[src/rtl/vend_pkg.sv]
// Shared types and constants for the vending controller.
package vend_pkg;

    // Credit is counted in 5Rs units.
    localparam int CREDIT_W = 4;

    typedef enum logic [1:0] {
        ST_IDLE     = 2'd0,
        ST_DISPENSE = 2'd1,
        ST_CHANGE   = 2'd2
    } vend_state_e;

    localparam logic [1:0] COIN_INV = 2'b00;
    localparam logic [1:0] COIN_5   = 2'b01;
    localparam logic [1:0] COIN_10  = 2'b10;
    localparam logic [1:0] COIN_20  = 2'b11;

    // Coin code to value in 5Rs units. The result is one bit wider than
    // credit so that a sum can be checked for overflow. An invalid code gives 0.
    function automatic logic [CREDIT_W:0] coin_value(input logic [1:0] code);
        case (code)
            COIN_5:  return (CREDIT_W+1)'(1);
            COIN_10: return (CREDIT_W+1)'(2);
            COIN_20: return (CREDIT_W+1)'(4);
            default: return '0;
        endcase
    endfunction

endpackage

[src/rtl/vend_if.sv]
// Coin, selection, motor and change-ejector signals of the vending controller.
interface vend_if;
    import vend_pkg::*;

    logic                coin_valid;
    logic [1:0]          coin;
    logic                sel_valid;
    logic [1:0]          sel;
    logic                cancel;
    logic                disp_req;
    logic [1:0]          disp_id;
    logic                disp_ack;
    logic                chg_req;
    logic                chg_ack;
    logic [CREDIT_W-1:0] credit;
    logic                busy;
    logic                coin_rej;
    logic                sel_err;

    modport slave (
        input  coin_valid, coin, sel_valid, sel, cancel, disp_ack, chg_ack,
        output disp_req, disp_id, chg_req, credit, busy, coin_rej, sel_err
    );

    modport master (
        output coin_valid, coin, sel_valid, sel, cancel, disp_ack, chg_ack,
        input  disp_req, disp_id, chg_req, credit, busy, coin_rej, sel_err
    );

endinterface

[src/rtl/vend_credit_acc.sv]
// Credit accumulator: decodes coins, checks them against the credit ceiling,
// and holds the credit register. Subtraction never takes credit below zero.
module vend_credit_acc
    import vend_pkg::*;
#(
    parameter int MAX_CREDIT = 12
) (
    input  logic                clk,
    input  logic                rst,
    input  logic                add_en,
    input  logic [1:0]          coin,
    input  logic                sub_en,
    input  logic [CREDIT_W-1:0] sub_val,
    input  logic                dec_en,
    output logic                coin_ok,
    output logic [CREDIT_W-1:0] credit
);

    logic [CREDIT_W:0] value;
    logic [CREDIT_W:0] sum;

    // A coin is acceptable if its code is valid and it keeps credit within the ceiling.
    always_comb begin
        value   = coin_value(coin);
        sum     = {1'b0, credit} + value;
        coin_ok = (value != '0) && (sum <= (CREDIT_W+1)'(MAX_CREDIT));
    end

    // Credit register. Callers never assert more than one update at a time.
    always_ff @(posedge clk or posedge rst) begin
        if (rst)
            credit <= '0;
        else if (add_en && coin_ok)
            credit <= sum[CREDIT_W-1:0];
        else if (sub_en && (sub_val <= credit))
            credit <= credit - sub_val;
        else if (dec_en && (credit != '0))
            credit <= credit - 1'b1;
    end

endmodule

[src/rtl/vend_controller.sv]
// Vending machine controller. It takes coins, dispenses a product, and returns
// change one 5Rs coin at a time.
// Optional build macro VEND_TIMEOUT_EN: idle credit is refunded automatically
// after TIMEOUT_CYC cycles without a coin or a selection.
module vend_controller
    import vend_pkg::*;
#(
    parameter int PRICE0      = 3,
    parameter int PRICE1      = 4,
    parameter int PRICE2      = 5,
    parameter int PRICE3      = 6,
    parameter int MAX_CREDIT  = 12,
    parameter int TIMEOUT_CYC = 1000
) (
    input  logic clk,
    input  logic rst,
    vend_if.slave bus
);

    function automatic logic [CREDIT_W-1:0] price_of(input logic [1:0] idx);
        case (idx)
            2'd0:    return CREDIT_W'(PRICE0);
            2'd1:    return CREDIT_W'(PRICE1);
            2'd2:    return CREDIT_W'(PRICE2);
            default: return CREDIT_W'(PRICE3);
        endcase
    endfunction

    vend_state_e         state_q, state_n;
    logic                disp_req_q, disp_req_n;
    logic [1:0]          disp_id_q, disp_id_n;
    logic                chg_req_q, chg_req_n;
    logic                busy_q, busy_n;
    logic                coin_rej_q, coin_rej_n;
    logic                sel_err_q, sel_err_n;
    logic                add_en, sub_en, dec_en;
    logic                coin_ok;
    logic [CREDIT_W-1:0] credit;
    logic [CREDIT_W-1:0] remain;
    logic                timeout_hit;

    vend_credit_acc #(.MAX_CREDIT(MAX_CREDIT)) u_acc (
        .clk     (clk),
        .rst     (rst),
        .add_en  (add_en),
        .coin    (bus.coin),
        .sub_en  (sub_en),
        .sub_val (price_of(disp_id_q)),
        .dec_en  (dec_en),
        .coin_ok (coin_ok),
        .credit  (credit)
    );

    assign remain = credit - price_of(disp_id_q);

`ifdef VEND_TIMEOUT_EN
    localparam int CNT_W = $clog2(TIMEOUT_CYC + 1);
    logic [CNT_W-1:0] to_cnt;
    logic             idle_wait;

    // An idle cycle with credit and no customer activity adds to the timeout count.
    assign idle_wait   = (state_q == ST_IDLE) && (credit != '0) &&
                         !bus.cancel && !bus.sel_valid && !bus.coin_valid;
    assign timeout_hit = idle_wait && (to_cnt == CNT_W'(TIMEOUT_CYC - 1));

    // Timeout counter. It clears on any activity, when credit leaves IDLE, or when it fires.
    always_ff @(posedge clk or posedge rst) begin
        if (rst)
            to_cnt <= '0;
        else if (!idle_wait || timeout_hit)
            to_cnt <= '0;
        else
            to_cnt <= to_cnt + 1'b1;
    end
`else
    // Without the timeout, credit is held indefinitely and this never fires.
    assign timeout_hit = (TIMEOUT_CYC < 0);
`endif

    // State and registered outputs.
    always_ff @(posedge clk or posedge rst) begin
        if (rst) begin
            state_q    <= ST_IDLE;
            disp_req_q <= 1'b0;
            disp_id_q  <= 2'd0;
            chg_req_q  <= 1'b0;
            busy_q     <= 1'b0;
            coin_rej_q <= 1'b0;
            sel_err_q  <= 1'b0;
        end else begin
            state_q    <= state_n;
            disp_req_q <= disp_req_n;
            disp_id_q  <= disp_id_n;
            chg_req_q  <= chg_req_n;
            busy_q     <= busy_n;
            coin_rej_q <= coin_rej_n;
            sel_err_q  <= sel_err_n;
        end
    end

    // Next state, next outputs and credit commands. In IDLE the priority is
    // cancel, then select, then coin. A coin that loses arbitration is rejected.
    always_comb begin
        state_n    = state_q;
        disp_req_n = disp_req_q;
        disp_id_n  = disp_id_q;
        chg_req_n  = chg_req_q;
        coin_rej_n = 1'b0;
        sel_err_n  = 1'b0;
        add_en     = 1'b0;
        sub_en     = 1'b0;
        dec_en     = 1'b0;
        case (state_q)
            ST_IDLE: begin
                if (bus.cancel) begin
                    coin_rej_n = bus.coin_valid;
                    if (credit != '0) begin
                        state_n   = ST_CHANGE;
                        chg_req_n = 1'b1;
                    end
                end else if (bus.sel_valid) begin
                    coin_rej_n = bus.coin_valid;
                    if (credit >= price_of(bus.sel)) begin
                        state_n    = ST_DISPENSE;
                        disp_req_n = 1'b1;
                        disp_id_n  = bus.sel;
                    end else begin
                        sel_err_n = 1'b1;
                    end
                end else if (bus.coin_valid) begin
                    add_en     = 1'b1;
                    coin_rej_n = !coin_ok;
                end else if (timeout_hit) begin
                    state_n   = ST_CHANGE;
                    chg_req_n = 1'b1;
                end
            end
            ST_DISPENSE: begin
                coin_rej_n = bus.coin_valid;
                if (bus.disp_ack) begin
                    sub_en     = 1'b1;
                    disp_req_n = 1'b0;
                    if (remain != '0) begin
                        state_n   = ST_CHANGE;
                        chg_req_n = 1'b1;
                    end else begin
                        state_n = ST_IDLE;
                    end
                end
            end
            default: begin
                coin_rej_n = bus.coin_valid;
                if (credit == '0) begin
                    state_n   = ST_IDLE;
                    chg_req_n = 1'b0;
                end else if (bus.chg_ack) begin
                    dec_en = 1'b1;
                    if (credit == CREDIT_W'(1)) begin
                        state_n   = ST_IDLE;
                        chg_req_n = 1'b0;
                    end
                end
            end
        endcase
        busy_n = (state_n != ST_IDLE);
    end

    assign bus.disp_req = disp_req_q;
    assign bus.disp_id  = disp_id_q;
    assign bus.chg_req  = chg_req_q;
    assign bus.credit   = credit;
    assign bus.busy     = busy_q;
    assign bus.coin_rej = coin_rej_q;
    assign bus.sel_err  = sel_err_q;

endmodule

[src/flat_wrapper.sv]
// flat-port wrapper written by rule: the top's interface ports become plain ports
module vend_controller_flat import vend_pkg::*;
#(
    parameter int PRICE0      = 3,
    parameter int PRICE1      = 4,
    parameter int PRICE2      = 5,
    parameter int PRICE3      = 6,
    parameter int MAX_CREDIT  = 12,
    parameter int TIMEOUT_CYC = 1000
)
  (clk, rst, bus_coin_valid, bus_coin, bus_sel_valid, bus_sel, bus_cancel, bus_disp_ack, bus_chg_ack, bus_disp_req, bus_disp_id, bus_chg_req, bus_credit, bus_busy, bus_coin_rej, bus_sel_err);
  vend_if bus_i ();
  input  logic clk;
  input  logic rst;
  input wire logic [$bits(bus_i.coin_valid)-1:0] bus_coin_valid;
  input wire logic [$bits(bus_i.coin)-1:0] bus_coin;
  input wire logic [$bits(bus_i.sel_valid)-1:0] bus_sel_valid;
  input wire logic [$bits(bus_i.sel)-1:0] bus_sel;
  input wire logic [$bits(bus_i.cancel)-1:0] bus_cancel;
  input wire logic [$bits(bus_i.disp_ack)-1:0] bus_disp_ack;
  input wire logic [$bits(bus_i.chg_ack)-1:0] bus_chg_ack;
  output wire logic [$bits(bus_i.disp_req)-1:0] bus_disp_req;
  output wire logic [$bits(bus_i.disp_id)-1:0] bus_disp_id;
  output wire logic [$bits(bus_i.chg_req)-1:0] bus_chg_req;
  output wire logic [$bits(bus_i.credit)-1:0] bus_credit;
  output wire logic [$bits(bus_i.busy)-1:0] bus_busy;
  output wire logic [$bits(bus_i.coin_rej)-1:0] bus_coin_rej;
  output wire logic [$bits(bus_i.sel_err)-1:0] bus_sel_err;
  assign bus_i.coin_valid = bus_coin_valid;
  assign bus_i.coin = bus_coin;
  assign bus_i.sel_valid = bus_sel_valid;
  assign bus_i.sel = bus_sel;
  assign bus_i.cancel = bus_cancel;
  assign bus_i.disp_ack = bus_disp_ack;
  assign bus_i.chg_ack = bus_chg_ack;
  assign bus_disp_req = bus_i.disp_req;
  assign bus_disp_id = bus_i.disp_id;
  assign bus_chg_req = bus_i.chg_req;
  assign bus_credit = bus_i.credit;
  assign bus_busy = bus_i.busy;
  assign bus_coin_rej = bus_i.coin_rej;
  assign bus_sel_err = bus_i.sel_err;
  vend_controller #(.PRICE0(PRICE0), .PRICE1(PRICE1), .PRICE2(PRICE2), .PRICE3(PRICE3), .MAX_CREDIT(MAX_CREDIT), .TIMEOUT_CYC(TIMEOUT_CYC)) u_core (.clk(clk), .rst(rst), .bus(bus_i));
endmodule
[config.mk]
export PLATFORM = sky130hd
export DESIGN_NAME = vend_controller_flat
export DESIGN_NICKNAME = d
export VERILOG_FILES = /design/src/rtl/vend_pkg.sv /design/src/rtl/vend_if.sv /design/src/rtl/vend_credit_acc.sv /design/src/rtl/vend_controller.sv /design/src/flat_wrapper.sv
export SDC_FILE = /design/constraint.sdc
export NUM_CORES = 1
export LEC_CHECK = 0
export CORE_MARGIN = 3
export CORE_UTILIZATION = 45
export DETAILED_ROUTE_END_ITERATION = 8
export PLACE_DENSITY = 0.7
export RECOVER_POWER = 50
export SLEW_MARGIN = 20
export SYNTH_ARGS = -nofsm -noshare
export SYNTH_HDL_FRONTEND = slang
export SYNTH_SLANG_ARGS = --single-unit
[constraint.sdc]
create_clock -name clk -period 6.2 [get_ports clk]
set_input_delay 1.24 -clock clk [delete_from_list [all_inputs] [get_ports clk]]
set_output_delay 1.24 -clock clk [all_outputs]
set_load 0.02 [all_outputs]
## Yosys cells after proc, flatten, opt, wreduce, memory -nomap -nowiden

Cells that the tools add are included.

| word-level totals | value |
|---|---|
| logic and storage cells | 101 |
| bits in registers | 13 |
| output and inout bits | 11 |
| input port bits | 11 |

| cells by class | value |
|---|---|
| magnitude comparators | 3 |
| $add $sub $neg | 3 |
| equal/unequal tests | 16 |
| muxes and demuxes | 49 |
| reductions and logical operators | 21 |
| bitwise operators | 1 |

Operators with widths:

| cell | count |
|---|---|
| two-way mux 1 bit | 28 |
| case mux 3 bit (3 select lines) | 3 |
| two-way mux 4 bit | 6 |
| two-way mux 2 bit | 9 |
| nonzero test 4 bit | 4 |
| == test 2 x 1 -> 1 bit (second input constant) | 4 |
| == test 2 bit (second input constant) | 4 |
| inequality test 2 bit (second input constant) | 4 |
| zero test 2 bit | 3 |
| inequality test 2 x 1 -> 1 bit (second input constant) | 3 |
| AND reduction 6 bit | 1 |
| adder 4 x 3 -> 5 bit | 1 |
| <= comparator 5 x 4 -> 1 bit (second input constant) | 1 |
| AND reduction 5 bit | 1 |
| nonzero test 5 bit | 1 |
| == test 4 x 1 -> 1 bit (second input constant) | 1 |
| greater-or-equal comparator 4 bit | 1 |
| <= comparator 4 bit | 1 |
| logical AND 1 bit | 4 |
| zero test 4 bit | 1 |
| case mux 1 bit (2 select lines) | 2 |
| case mux 2 bit (2 select lines) | 1 |
| AND reduction 4 bit | 1 |
| nonzero test 2 bit | 2 |
| 6 further kinds | 6 |

## Depth between registers and ports, before layout

Gate-level depths: netlist of the first run.

| logic depth | value |
|---|---|
| word-level depth | 11 |
| mapped depth | 12 |
| gate-level depth less buffers | 12 |

## Hierarchy

A second synthesis of the first run with hierarchy kept.

| second synthesis, totals | value |
|---|---|
| cells, all modules | 151 |
| area total of the unflattened synthesis | 1316.3 um2 |

Modules (own cells, without submodules):

| module | cells each | times used | area each (um2) | seq. area each (um2) |
|---|---|---|---|---|
| vend_controller | 75 | 1 | 675.6 | 225.2 |
| vend_credit_acc | 76 | 1 | 640.6 | 100.1 |

## Worst setup path before layout of the first run

Ideal clock, no wire load.

| path | value |
|---|---|
| kind | in2reg |
| from | in bus_coin[0] |
| to | reg u_core.u_acc.credit[0] |
| buffers on the path | 0 |
| stages | 9 |
| arrival | 2.847 ns |
| setup time | 0.079 ns |
| slack | 3.273 ns |
| required time | 6.121 ns |
| cells stage by stage | nor2b_1 > ha_1 > inv_1 > fa_1 > xor2_1 > a21oi_1 > a21oi_1 > o211ai_2 > mux2i_1 |

| on the way | value |
|---|---|
| word-level cells in the longest chain between the ends | 7 |
| elaborated cells on any way between the ends | 11 |
| classes of those cells | 1 x add/sub; 1 x order compare; 3 x eq/ne; 2 x mux; 4 x reduce/logical |

Ends and longest elaborated chain:

| item | RTL line | text |
|---|---|---|
| start, declared | flat_wrapper.sv:16 | `input wire logic [$bits(bus_i.coin)-1:0] bus_coin;` |
| == test 2 bit / == test 2 x 1 -> 1 bit (equally long branches) | vend_pkg.sv:21 | `case (code)` |
| case mux 3 bit (3 select lines) * | vend_pkg.sv:21 |  |
| adder 4 x 3 -> 5 bit | vend_credit_acc.sv:25 | `sum = {1'b0, credit} + value;` |
| <= comparator 5 x 4 -> 1 bit | vend_credit_acc.sv:26 | `coin_ok = (value != '0) && (sum <= (CREDIT_W+1)'(MAX_CREDIT));` |
| logical AND 1 bit | vend_credit_acc.sv:26 |  |
| logical AND 1 bit | vend_credit_acc.sv:33 | `else if (add_en && coin_ok)` |
| nonzero test 3 bit (no source line) / two-way mux 4 bit (equally long branches) | -- |  |
| end signal, assigned | vend_credit_acc.sv:34 | `credit <= sum[CREDIT_W-1:0];` |
| end signal, assigned | vend_credit_acc.sv:36 | `credit <= credit - sub_val;` |
| end signal, assigned | vend_credit_acc.sv:38 | `credit <= credit - 1'b1;` |
| end, declared | vend_credit_acc.sv:16 | `output logic [CREDIT_W-1:0] credit` |

Mark *: on every way between the ends. The rest lies on a longest branch, timed or not.
A chain may end at the register's enable or synchronous reset.

## Worst setup path in the final report of the first run

Ends and elaborated chain as after synthesis.

==> results of run 1 <==
-- per-layer routing --
layer	global-route usage (%)	wire length, µm	vias to the layer above
met5	0	0	-
met4	7.95	58	0
met3	2.23	101	5
met2	33.5	1340	22
met1	20.4	1150	466
li1	-	-	489
-- worst paths after layout --
check | start | slack, ns | to | cells past startpoint
min in group asynchronous | rst | 1.42 | u_core.bus.disp_id[1] | 2
worst max-delay path | bus_coin[0] | 2.89 | u_core.u_acc.credit[0] | 10
worst min-delay path | u_core.bus.chg_req | 0.52 | u_core.bus.chg_req | 1
max in group asynchronous | rst | 4.42 | u_core.state_q[0] | 2
worst min register to register | u_core.bus.chg_req | 0.52 | u_core.bus.chg_req | 1
worst max register to register | u_core.bus.disp_id[1] | 3.66 | u_core.bus.chg_req | 12
-- cell type report --
class,count,area (µm²),area share (%)
clock buffers,4,26.3,1.78
inverters,19,71.3,4.84
multi-input cells,95,803,54.5
flip-flops and latches,13,325,22.1
well taps,30,37.5,2.55
repair buffers,21,210,14.3
-- placed cells by master (no fill, tap or decap), drive strengths merged, types with 2 or more instances in the layout --
cell | Yosys | routed
inv | 19 | 19
ha | 18 | 18
clkdlybuf4s50 | 0 | 15
dfrtp | 13 | 13
mux2i | 9 | 9
nor2 | 8 | 8
a21oi | 7 | 7
dlygate4sd3 | 0 | 6
nand2 | 5 | 5
nand3b | 5 | 5
o21ai | 5 | 5
clkbuf | 0 | 4
nand2b | 3 | 3
xnor2 | 3 | 3
mux2 | 3 | 3
nor3b | 3 | 3
nor3 | 2 | 2
nand3 | 2 | 2
nor2b | 2 | 2
and2 | 2 | 2
fa | 2 | 2
o21bai | 2 | 2
o31ai | 2 | 2
-- cells by family (layout without fill, tap and decap cells) --
kind of cell             Yosys count  count (layout)  synth area share, %
buffers and inverters             21              44                 6.72
AO/OA/AOI/OAI                     25              25                 14.9
adder cells (fa/ha/maj)           20              20                 21.9
AND/OR/NAND/NOR                   34              34                 16.4
flip-flops                        13              13                 26.9
multiplexers                      12              12                 10.2
XOR/XNOR                           4               4                 2.90
-- power groups by stage --
stage / registers (W) / logic, W / clock network [W]
final: 0.000187 / 0.000510 / 0.0000564
after detailed placement: 0.000188 / 0.000513 / 0
after floorplan: 0.000199 / 0.000346 / 0
after global routing: 0.000195 / 0.000574 / 0.0000604
after global placement: 0.000186 / 0.000497 / 0
after CTS: 0.000187 / 0.000520 / 0.0000567
-- flip-flops by register name, summed over array words and instances (netlist names) --
name,count
u_core.bus.sel_err,1
u_core.u_acc.credit,4
u_core.bus.busy,1
u_core.bus.disp_id,2
u_core.bus.disp_req,1
u_core.bus.coin_rej,1
u_core.state_q,2
u_core.bus.chg_req,1
-- metrics by stage --
stage | total power [W] | instance area, µm²
finish | 0.000753 | 1470
global route | 0.000829 | 1470
CTS | 0.000763 | 1470
detailed placement | 0.000701 | 1450
global placement | 0.000683 | 1450
floorplan | 0.000546 | 1210
-- worst max-delay path: stages --
cell and delay [ns]:
clkdlybuf4s50_1 0.50, nor2b_1 0.14, ha_1 0.16, inv_1 0.05, fa_1 0.39, xor2_1 0.17, a21oi_1 0.20, a21oi_1 0.13
o211ai_2 0.32, mux2i_1 0.23
==> results.md, run 1 <==
- Status: finished, final reports clean
- Final Hold Fails: 0
- Clock Tree Buf Depth: 2
- Crit Path Max Fanout: 4
- Final GP Congestion: 0.788
- Post-synth ARST share: 100%
- Unrepaired setup endpoints after global routing: false
- VDD IR-drop max: 0.358 mV
- Min-delay worst type: flip-flop to flip-flop
- Die W: 57.9 µm
- Worst relative slew slack: 65.1%
- Final Cycle Share: 53.5%
- Die H: 57.9 µm
- # H-tree levels: 1
- Fmax achieved: roughly 300 MHz
- Max Slew Vio Count: 0
- Residual DRC: 0
- CP startpoint kind: primary input
- Sw Ratio: ~49%
- Setup Viol. Count Final: 0
- Routed Antenna Nets: 0
- P_int: between 0.0003 and 0.0004 W
- Worst setup margin: about 2.9 ns
- EDFF count, synth: 0
- Comb power frac: approximately two thirds
- Post-DP HPWL: ~2.1 mm
- Fin crit period: 3.31 ns
- Post-Syn Nets: 160
- Net switching power: about 0.00037 W
- Grt ovf: 0
- Layout cell share with drive strength beyond 1: under 10%
- CTS tree: built
- Sequential power share: between 20% and 30%
- MaxCap Viol Count: 0
- CP endpoint kind: flip-flop
- Post-layout util: 58.4%
- Core Area: 0.00252 mm²
- Vias: between 900 and 1,000
- Area delta synth->final: 21.8%
- Top cell type by total area after synthesis: dfrtp_1
- Total negative slack: 0 ns
- Synth unique cells: 36
- Register area share after synthesis: a little over a quarter
- Vias in the first global route: roughly 1,100
- Post-cts sizing count: 0
- Vias/cell: about 5.4
- Cell Rows: 18
- P_leak: 0.723 nW
- Yosys top cell area share: a little over a quarter
- DRT iter0 DRCs: 34
- Pre-CTS setup slack: 2.60 ns
- Router iterations before antenna repair: 4
- Most common cell in the synthesized netlist: inv_1
- Initial Util: a little under half
- Initial antenna violation count: 0
- PD cells: a little over 500 mW/mm²
- Synth Cell Area: approximately 0.0012 mm²
- Skew final: roughly 0.0087 ns
- Clock Latency Late Sink: around 0.29 ns
- Root Driver: clkbuf_4
- Post-CTS Hold Buffers: 0
- Critical Path RT: 6.42 ns
- Yosys warns: 0
- CTS sink count: 13
- Postcts setup bufs: 0
- Crit path DAT: ~3.5 ns
- Clock slew at reported path FFs: ~0.090 ns
- Placed cell count: around 180
- Post-Synthesis Cells: between 100 and 150
- I/O Buffers: 21
- Actual slew at the worst max-slew pin: ~0.52 ns
- Filler instances: roughly 230
- Total CTS buffers: 3
- Hold Slack: around 0.52 ns
- GRT Util Overall: about 18%
- Synth cell count leaders: inv_1, ha_1, dfrtp_1
- Top Ports: 22
- Diode count: 0
- Wire length of the first global-routing pass: about 4.6 mm
- Clock power frac: under 10%
- WS Path Type: primary input to flip-flop
- Syn Area/Cell: between 9 and 10 µm²
- Finished Layout Cells: approximately 180
- Ys flop type: dfrtp_1
- Die area: 0.00335 mm²
- Routed WL: between 2 and 3 mm
- Final nets: about 180
- Area contributors post-synth: dfrtp_1, ha_1, mux2i_1
- Routed length per instance: approximately 15 µm
- Largest net degree at the start of global routing: 14
- Yosys reg bits: 13
Note: power is estimated with default switching activity, not from simulation.
==> inputs of run 2 (changes only) <==
- clock period: 6.2 -> 3.1 ns (I/O delays scaled with it)
==> results of run 2 <==
Same layout as run 1 (identical final DEF). Status: finished, final reports clean.
Among the figures that moved: setup slack after placement 2.60 ns -> 0.118 ns; setup slack after layout 2.89 ns -> 0.406 ns; register-to-register setup slack 3.66 ns -> 0.56 ns; total power 0.000753 W -> 0.00151 W; worst IR drop on VDD 0.358 mV -> 0.716 mV
==> inputs of run 3 (changes only) <==
- CORE_MARGIN: 3 -> default
==> run 3 against run 2 <==
  * Fmax down 0.24%
  * Routed wire length down 6.5%
  * Worst hold slack worse by 0.0026 ns
  * Power down 0.49%
  * Critical path depth unchanged
  * Worst setup slack worse by 0.0064 ns
==> results.md, run 3 (synthesis gave the netlist of run 1 again) <==
- Placed cell count: 178 (unchanged)
- Top Ports: 22 (unchanged)
- Vias: 941 (-4.2%)
- Largest Register: u_core.u_acc.credit
- Register area: 325 µm² (unchanged)
- Router iterations before antenna repair: 4 (unchanged)
- Worst Hold Launch: u_core.bus.disp_req
- Die area: 0.00290 mm² (-13%)
- Post-DP HPWL: 1.99 mm (-4.8%)
- Total negative slack: 0 ns (unchanged)
- Clock Tree Buf Depth: 2 (unchanged)
- Routed WL: 2.48 mm (-6.5%)
- Hold Path Stages: 2 (+1)
- Multi-input gate area: 803 µm² (unchanged)
- Initial Util: 48.4% (+0.43 points)
- Largest net degree at the start of global routing: 14 (unchanged)
- I/O Buffers: 21 (unchanged)
- Filler instances: 232 (+1.8%)
- GRT Util Overall: 20.3% (+2.3 points)
- Post-CTS Hold Buffers: 0 (unchanged)
- Hold endpoint: u_core.bus.disp_req
- Diode count: 0 (unchanged)
- Vias/cell: 5.17 (-4.2%)
- Die W: 53.9 µm (-6.9%)
- CTS tree: built
- Unrepaired setup endpoints after global routing: false
- Crit Path Max Fanout: 4 (unchanged)
- Worst relative slew slack: 65.3% (+0.21 points)
- Flip-flop count of the largest register after layout: 4 (unchanged)
- Final nets: 184 (unchanged)
- Setup Viol. Count Final: 0 (unchanged)
- Initial antenna violation count: 0 (unchanged)
- Critical Path RT: 3.31 ns
- Postcts setup bufs: 0 (unchanged)
- Max Slew Vio Count: 0 (unchanged)
- MaxCap Viol Count: 0 (unchanged)
- Worst r2r src: u_core.bus.disp_id[0]
- Total CTS buffers: 3 (unchanged)
- VDD IR-drop max: ~0.73 mV
- DRT iter0 DRCs: 5 (-85%)
- Actual slew at the worst max-slew pin: 0.520 ns (-0.00308 ns)
- Final Cycle Share: between 80% and 90%
- Residual DRC: 0 (unchanged)
- Core Area: 0.00250 mm² (-0.89%)
- Finished Layout Cells: 182 (unchanged)
- CP startpoint kind: primary input
- Grt ovf: 0 (unchanged)
- CTS sink count: 13 (unchanged)
- PD cells: 1020 mW/mm²
- R2R Setup Slk: 0.56 ns
- Commonest cells after routing, fill and taps aside: inv_1, ha_1, clkdlybuf4s50_1, dfrtp_1, mux2i_1
- Routed Antenna Nets: 0 (unchanged)
- Final GP Congestion: 0.810 (+2.8%)
- CP endpoint kind: flip-flop
- P_leak: 0.723 nW (unchanged)
- Clock Latency Late Sink: 0.29 ns (about the same)
- Cell Chain, Critical Path: clkdlybuf4s50_1 > nor2b_1 > ha_1 > inv_1 > fa_1 > xor2_1 > a21oi_1 > a21oi_1 > o211ai_2 > mux2i_1
- Crit path DAT: 2.91 ns
- Fin crit period: ~2.7 ns
- Routed length per instance: 13.6 µm (-6.5%)
- R2R depth: 12 (unchanged)
- Cell Rows: 18 (unchanged)
- # H-tree levels: 1 (unchanged)
- Min-delay worst type: flip-flop to flip-flop
- Root Driver: clkbuf_4
- Die H: 53.9 µm (-6.9%)
- Commonest non-fill, non-tap cell in the layout: inv_1
- Clock slew at reported path FFs: 0.09 ns (about the same)
- Layout cell share with drive strength beyond 1: 7.24% (unchanged)
- RR Endpoint: u_core.bus.busy
- Vias in the first global route: 935 (-14%)
- Fmax achieved: roughly 370 MHz
- WS Path Type: primary input to flip-flop
- Slowest-stage cell, CP: clkdlybuf4s50_1
- Area delta synth->final: 21.8% (unchanged)
- Skew final: 0.00280 ns (-0.00591 ns)
- Most used cell, CP: a21oi_1
- Wire length of the first global-routing pass: 4.15 mm (-10%)
- Final Hold Fails: 0 (unchanged)
- Status: finished, final reports clean
- Post-cts sizing count: 0 (unchanged)
- CP peak stage delay: 0.50 ns (about the same)
[run 3: metrics by stage]
stage	total power [W]	setup WS [ns]	hold WS, ns	utilization, %	area (µm²)
4_1_cts	0.00152	0.392	0.527	59.0	1470
3_5_place_dp	0.00140	0.0921	0.513	57.9	1450
5_1_grt	0.00165	0.249	0.555	59.0	1470
6_report	0.00150	0.399	0.517	59.0	1470
3_3_place_gp	0.00137	0.191	0.493	57.9	1450
2_1_floorplan	0.00109	0.752	0.497	-	1210
[run 3: power breakdown]
group          internal (W)  total [W]  switching (W)
clock network     0.0000500   0.000113      0.0000625
registers          0.000246   0.000372       0.000126
logic              0.000479    0.00101       0.000535
total              0.000775    0.00150       0.000724
[run 3: worst max-delay path, delay by kind of cell]
kind | cells | cell delay, ns
muxes | 1 | 0.22
xor gates and xnor gates | 1 | 0.18
adders and majority gates | 2 | 0.57
and+or+nand+nor | 1 | 0.15
AOI/OAI and AO/OA | 3 | 0.63
buffers and inverters | 2 | 0.55
[run 3: cell type report]
cell class / count / area share [%]
timing repair buffer: 21 / 14.3
clock buffer: 4 / 1.78
multi-input combinational: 95 / 54.5
tap: 30 / 2.55
sequential: 13 / 22.1
inverter: 19 / 4.84
[run 3: worst max-delay path by stage]
stage                               start                      to  slack (ns)  depth (start not counted)
finish                        bus_coin[0]  u_core.u_acc.credit[0]        0.40                         10
global route                  bus_coin[0]  u_core.u_acc.credit[3]        0.25                         10
CTS                           bus_coin[0]  u_core.u_acc.credit[0]        0.39                         10
detailed placement            bus_coin[0]  u_core.u_acc.credit[0]        0.09                         10
global placement              bus_coin[0]  u_core.u_acc.credit[2]        0.19                         10
floorplan           u_core.bus.disp_id[0]      u_core.bus.chg_req        0.75                         11
[run 3: per-layer routing]
metal  track usage, %  up-vias  wire (µm)
met5                0        -          0
met3             3.39        3         75
met2             36.2       15       1230
li1                 -      486          -
met4             5.26        0         21
met1             25.0      437       1150
